File: src/rtl/cluster_alloc_pkg.sv
// rtl/cluster_alloc_pkg.sv - shared sizes, types and state encoding for the cluster allocation controller
package cluster_alloc_pkg;

  localparam int BuffMemLength = 65536;
  localparam int NumTaskIds    = 16;
  localparam int MaxTaskSize   = 4096;

  localparam int IXW = $clog2(BuffMemLength);
  localparam int SZW = IXW + 1;
  localparam int IDW = $clog2(NumTaskIds);

  typedef logic [IDW-1:0] task_id_t;
  typedef logic [IXW-1:0] byte_idx_t;
  typedef logic [SZW-1:0] byte_size_t;
  typedef logic [IDW:0]   id_cnt_t;

  typedef struct packed {
    logic       valid;
    byte_idx_t  index;
    byte_size_t size;
  } alloc_entry_t;

  typedef enum logic [1:0] {
    IDLE  = 2'd0,
    ALLOC = 2'd1,
    OUT   = 2'd2
  } state_e;

  // A zero-byte task still occupies one allocator slot so its free stays well formed.
  function automatic byte_size_t eff_size(byte_size_t s);
    return (s == '0) ? byte_size_t'(1) : s;
  endfunction

endpackage

File: src/rtl/cluster_alloc_table.sv
// rtl/cluster_alloc_table.sv - per-ID grant table with outstanding count and registered free pulse
module cluster_alloc_table
  import cluster_alloc_pkg::*;
(
  input  logic                  clk_i,
  input  logic                  rst_i,
  input  logic                  wr_en_i,
  input  task_id_t              wr_id_i,
  input  byte_idx_t             wr_index_i,
  input  byte_size_t            wr_size_i,
  input  logic                  clr_en_i,
  input  task_id_t              clr_id_i,
  output logic [NumTaskIds-1:0] busy_o,
  output id_cnt_t               outstanding_o,
  output logic                  free_valid_o,
  output byte_idx_t             free_index_o,
  output byte_size_t            free_size_o,
  output logic                  err_o
);

  alloc_entry_t table_q [NumTaskIds];
  id_cnt_t      outstanding_q, outstanding_d;
  logic         free_valid_q, free_valid_d;
  byte_idx_t    free_index_q, free_index_d;
  byte_size_t   free_size_q, free_size_d;
  logic         err_q, err_d;
  logic         clr_hit;

  assign clr_hit = clr_en_i && table_q[clr_id_i].valid;

  // Expose the valid bits so the FSM can hold back tasks whose ID is still in use.
  always_comb begin
    busy_o = '0;
    for (int i = 0; i < NumTaskIds; i++) busy_o[i] = table_q[i].valid;
  end

  // Next-state for the counter, the one-cycle free pulse and the sticky error.
  always_comb begin
    outstanding_d = outstanding_q;
    if (wr_en_i && !clr_hit)      outstanding_d = outstanding_q + id_cnt_t'(1);
    else if (!wr_en_i && clr_hit) outstanding_d = outstanding_q - id_cnt_t'(1);
    free_valid_d = clr_hit;
    free_index_d = clr_hit ? table_q[clr_id_i].index : '0;
    free_size_d  = clr_hit ? table_q[clr_id_i].size  : '0;
    err_d        = err_q || (clr_en_i && !clr_hit);
  end

  // Table and output registers; a grant and a clear never hit the same ID.
  always_ff @(posedge clk_i) begin
    if (rst_i) begin
      for (int i = 0; i < NumTaskIds; i++) table_q[i] <= '0;
      outstanding_q <= '0;
      free_valid_q  <= 1'b0;
      free_index_q  <= '0;
      free_size_q   <= '0;
      err_q         <= 1'b0;
    end else begin
      if (wr_en_i) table_q[wr_id_i] <= '{valid: 1'b1, index: wr_index_i, size: wr_size_i};
      if (clr_hit) table_q[clr_id_i].valid <= 1'b0;
      outstanding_q <= outstanding_d;
      free_valid_q  <= free_valid_d;
      free_index_q  <= free_index_d;
      free_size_q   <= free_size_d;
      err_q         <= err_d;
    end
  end

  assign outstanding_o = outstanding_q;
  assign free_valid_o  = free_valid_q;
  assign free_index_o  = free_index_q;
  assign free_size_o   = free_size_q;
  assign err_o         = err_q;

endmodule

File: src/rtl/cluster_alloc_ctrl.sv
// rtl/cluster_alloc_ctrl.sv - task allocation FSM; CLUSTER_ALLOC_STALL_CNT_EN adds stall/peak counters
module cluster_alloc_ctrl
  import cluster_alloc_pkg::*;
(
  input  logic       clk_i,
  input  logic       rst_i,
  input  logic       task_valid_i,
  output logic       task_ready_o,
  input  task_id_t   task_id_i,
  input  byte_size_t task_size_i,
  output logic       task_valid_o,
  input  logic       task_ready_i,
  output task_id_t   task_id_o,
  output byte_idx_t  task_addr_o,
  output logic       alloc_valid_o,
  input  logic       alloc_ready_i,
  output byte_size_t alloc_size_o,
  input  byte_idx_t  alloc_index_i,
  output logic       free_valid_o,
  output byte_idx_t  free_index_o,
  output byte_size_t free_size_o,
  input  logic       done_valid_i,
  output logic       done_ready_o,
  input  task_id_t   done_id_i,
  output id_cnt_t    outstanding_o,
  output logic       err_o
`ifdef CLUSTER_ALLOC_STALL_CNT_EN
  ,
  output logic [31:0] stall_cycles_o,
  output id_cnt_t     peak_outstanding_o
`endif
);

  state_e                state_q, state_d;
  task_id_t              id_q, id_d;
  byte_size_t            size_q, size_d;
  byte_idx_t             addr_q, addr_d;
  logic [NumTaskIds-1:0] busy;
  logic                  grant;

  assign done_ready_o = 1'b1;

  // Next-state and handshake outputs; task data is only presented while in OUT.
  always_comb begin
    state_d       = state_q;
    id_d          = id_q;
    size_d        = size_q;
    addr_d        = addr_q;
    grant         = 1'b0;
    task_ready_o  = 1'b0;
    task_valid_o  = 1'b0;
    task_id_o     = '0;
    task_addr_o   = '0;
    alloc_valid_o = 1'b0;
    alloc_size_o  = '0;
    case (state_q)
      IDLE: begin
        task_ready_o = !busy[task_id_i];
        if (task_valid_i && !busy[task_id_i]) begin
          id_d    = task_id_i;
          size_d  = eff_size(task_size_i);
          state_d = ALLOC;
        end
      end
      ALLOC: begin
        alloc_valid_o = 1'b1;
        alloc_size_o  = size_q;
        if (alloc_ready_i) begin
          grant   = 1'b1;
          addr_d  = alloc_index_i;
          state_d = OUT;
        end
      end
      OUT: begin
        task_valid_o = 1'b1;
        task_id_o    = id_q;
        task_addr_o  = addr_q;
        if (task_ready_i) state_d = IDLE;
      end
      default: state_d = IDLE;
    endcase
  end

  // State and captured task registers.
  always_ff @(posedge clk_i) begin
    if (rst_i) begin
      state_q <= IDLE;
      id_q    <= '0;
      size_q  <= '0;
      addr_q  <= '0;
    end else begin
      state_q <= state_d;
      id_q    <= id_d;
      size_q  <= size_d;
      addr_q  <= addr_d;
    end
  end

  cluster_alloc_table u_table (
    .clk_i         (clk_i),
    .rst_i         (rst_i),
    .wr_en_i       (grant),
    .wr_id_i       (id_q),
    .wr_index_i    (alloc_index_i),
    .wr_size_i     (size_q),
    .clr_en_i      (done_valid_i),
    .clr_id_i      (done_id_i),
    .busy_o        (busy),
    .outstanding_o (outstanding_o),
    .free_valid_o  (free_valid_o),
    .free_index_o  (free_index_o),
    .free_size_o   (free_size_o),
    .err_o         (err_o)
  );

  // Oversized tasks are outside the contract with the scheduler.
  a_task_size: assert property (@(posedge clk_i) disable iff (rst_i)
    task_valid_i |-> (task_size_i <= byte_size_t'(MaxTaskSize)));

`ifdef CLUSTER_ALLOC_STALL_CNT_EN
  logic [31:0] stall_q, stall_d;
  id_cnt_t     peak_q, peak_d;

  // Count cycles waiting on the allocator (saturating) and track the high-water mark.
  always_comb begin
    stall_d = stall_q;
    if (state_q == ALLOC && !alloc_ready_i && stall_q != 32'hFFFF_FFFF) stall_d = stall_q + 32'd1;
    peak_d = (outstanding_o > peak_q) ? outstanding_o : peak_q;
  end

  // Monitor registers.
  always_ff @(posedge clk_i) begin
    if (rst_i) begin
      stall_q <= '0;
      peak_q  <= '0;
    end else begin
      stall_q <= stall_d;
      peak_q  <= peak_d;
    end
  end

  assign stall_cycles_o     = stall_q;
  assign peak_outstanding_o = peak_q;
`endif

endmodule

File: config.mk
export PLATFORM = sky130hd
export DESIGN_NAME = cluster_alloc_ctrl
export DESIGN_NICKNAME = d
export VERILOG_FILES = /design/src/rtl/cluster_alloc_pkg.sv /design/src/rtl/cluster_alloc_table.sv /design/src/rtl/cluster_alloc_ctrl.sv
export SDC_FILE = /design/constraint.sdc
export NUM_CORES = 1
export LEC_CHECK = 0
export CAP_MARGIN = 0
export CORE_UTILIZATION = 30
export CTS_CLUSTER_SIZE = 12
export DETAILED_ROUTE_END_ITERATION = 6
export PLACE_DENSITY = 0.48
export SLEW_MARGIN = 20
export SYNTH_ARGS = -nofsm -noshare
export SYNTH_HDL_FRONTEND = slang
export SYNTH_SLANG_ARGS = --single-unit
File: constraint.sdc
create_clock -name clk_i -period 8.6 [get_ports clk_i]
set_input_delay 1.72 -clock clk_i [delete_from_list [all_inputs] [get_ports clk_i]]
set_output_delay 1.72 -clock clk_i [all_outputs]
set_load 0.005 [all_outputs]
==> impl_metrics.tcl <==
set metrics [dict create \
    cts_tree "done" \
    routed_wl_um 84130 \
    cts.path.max_buffers 3 \
    core_area_um2 90420 \
    drt_iter0_markers 1744 \
    syn_inst 1804 \
    post_cts_buffers 0 \
    ys_types 45 \
    nets 1943 \
    vias_per_cell 5.041 \
    setup_viol 0 \
    first_pass_iters 7 \
    clockRootBuffer "clkbuf_16" \
    rrSetupSlack_ns 4.51 \
    cts_resized 0 \
    routed-via-count 15747 \
    gp_congestion 0.7668 \
    p_leak_nw 11.53 \
    num_rows 110 \
    tns_ns 0 \
    ys.flop_type "edfxtp_1" \
    rr_endpoint "u_table.outstanding_o[4]" \
    vdd_drop_max_mv 0.1386 \
    syn_area_um2 27490 \
    grt_util_met1_pct 25.19 \
    period_needed_ns 5.910 \
    htree_levels 3 \
    synth_edf_count 528 \
    syn_avg_cell_area_um2 15.24 \
    layout_commonest_cell "and2_1" \
    grt_use_total_pct 18.15 \
    timing.final.ws_setup_ns 2.690 \
    critPathLaunch "task_id_i[2]" \
    clk_latency_ns 0.63 \
    cts_hold_buf 0 \
    crit_required_ns 6.88 \
    die_h_um 304.7 \
    grt_pass1_wl_um 120500 \
    ys_ff_latch 623 \
    overflow 0 \
    finalMaxSlewViolations 0 \
    drcViolationCount 0 \
    synth_nets 1856 \
    multi_input_comb_area_um2 9233 \
    io_buffers 126 \
    seq_area_um2 17760 \
    fin_skew_ns 0.03101 \
    synth-simple-area-share_pct 15.71 \
    synth_xor_area_share_pct 0.1275 \
    cp-end-kind "output pin" \
    min_to "addr_q[5]" \
    p_per_area_nw_per_um2 212.1 \
    synth_compound_area_share_pct 2.417 \
    rr_worst_depth 12 \
    fillers 8418 \
    use_met3_pct 3.977 \
    slew_headroom_pct 28.11 \
    rsz0062_at_grt "false" \
    hold_depth 2 \
    status "finished, final reports clean" \
    path_max_fanout 6 \
    die_w_um 304.7 \
    antenna_found_initial 12 \
    r2r-start "state_q[0]" \
    path_class "primary input to output pin" \
    clock_sinks 623 \
    mostFrequentLayoutCells "and2_1, edfxtp_1, mux4_2" \
    wl_per_cell_um 26.93 \
    grt.busiest_layer "met2" \
    yosys-mux-area-fraction_pct 14.36 \
    die_area_um2 92830 \
    ant_nets 0 \
    synth_top_family_by_area "simple AND/OR/NAND/NOR gates" \
    ys_async_sr_fraction_pct 0 \
    synth_fa_ha_area_share_pct 0.2549 \
    ios 128 \
    grtUsageMet2_pct 28.81 \
    cts_buffers 73 \
    drive_above_1_share_pct 19.52 \
    syn2layout_area_growth_pct 17.61 \
    min_period_over_period_pct 68.73 \
    maxCapViolCount 0 \
    clkTransAtPathRegs_ns 0.05 \
    yosysSeqAreaShare_pct 64.61 \
    hold_viol 0 \
    min-delay-start "addr_q[5]" \
    pre_cts_ws_ns 2.722 \
    grt_pass1_vias 16182 \
    grt_start_max_net_pins 64 \
    ys.warnings.count 0 \
    startpoint_type "primary input" \
    worstHoldPathType "flip-flop to flip-flop" \
    critPathArrivalTime_ns 4.19 \
    fmax_mhz 169.2 \
    start_util_pct 30.40 \
    max_slew.worst_pin.slew_ns 1.078 \
    dp_hpwl_um 48440 \
]
-- power by group --
part           total (mW)  switching, mW  internal, mW
Sequential           3.43         0.0642          3.37
Clock                2.98           1.25          1.73
Combinational       0.442          0.261         0.181
Total                6.86           1.57          5.28
-- logic make-up (layout without fill, tap and decap cells) --
family          Yosys count  in the layout
compound gates          111            111
xor+xnor                  4              4
fa+ha+maj                 5              5
buf+inv                 164            307
flops                   623            623
mux                     178            178
other cells               1              2
simple gates            718            718
-- state kept, by name (all words and copies together) (netlist names) --
| name | cells |
|---|---|
| id_q | 4 |
| u_table.free_valid_o | 1 |
| size_q | 17 |
| u_table.outstanding_o | 5 |
| u_table.free_size_o | 17 |
| addr_q | 16 |
| u_table.free_index_o | 16 |
| state_q | 2 |
| u_table.table_q | 544 |
| u_table.err_o | 1 |
-- through the flow --
stage | instances | instance area [µm²] | hold WS (ns) | utilization, % | total power, mW
global route | 3123 | 32320 | 0.4726 | 35.75 | 7.082
detailed placement | 2992 | 30070 | 0.4445 | 33.25 | 3.948
CTS | 3123 | 32320 | 0.4519 | 35.75 | 6.932
global placement | 2992 | 30060 | 0.4422 | 33.24 | 3.941
finish | 3124 | 32330 | 0.4508 | 35.75 | 6.857
floorplan | 1804 | 27490 | 0.4317 | - | 3.736
-- how the worst max path moves through the flow --
stage | end | slack [ns]
2_1_floorplan | u_table.table_q[10][0] | 3.37
3_3_place_gp | task_ready_o | 2.73
3_5_place_dp | task_ready_o | 2.72
4_1_cts | task_ready_o | 2.68
5_1_grt | task_ready_o | 2.59
6_report | task_ready_o | 2.69
-- layout make-up --
cell class                      instances  area share, %
Antenna cell                            1       0.007741
Clock buffer                          100          6.255
Clock inverter                         31         0.7315
Inverter                                7        0.08128
Multi-Input combinational cell       1017          28.56
Sequential cell                       623          54.93
Tap cell                             1176          4.552
Timing Repair Buffer                  169          4.881
-- metal layers --
metal,wire (µm),vias to the layer above
li1,-,6782
met1,36790,8262
met2,39400,603
met3,6382,98
met4,1557,2
met5,9,-
-- synthesized netlist by cell type (6+ instances only) --
master / n / area (µm²)
nand2_1: 57 / 214.0
clkbuf_1: 129 / 484.2
nor3_1: 8 / 40.04
or2_2: 11 / 68.82
and3_1: 35 / 219.0
mux4_2: 173 / 3896
nor4_1: 6 / 37.54
a31o_2: 20 / 175.2
and2_1: 566 / 3541
edfxtp_1: 528 / 15860
o21ai_0: 7 / 35.03
a21oi_1: 75 / 375.4
nor2_1: 14 / 52.55
dfxtp_1: 95 / 1902
buf_2: 13 / 65.06
-- worst max-delay path, cell delays in order --
cell and delay, ns:
clkdlybuf4s50_1 0.71, mux4_2 0.56, mux2_2 0.29, a211oi_2 0.23
and2_1 0.16, clkdlybuf4s50_1 0.52
No activity file was read; power rests on OpenSTA's default activity.
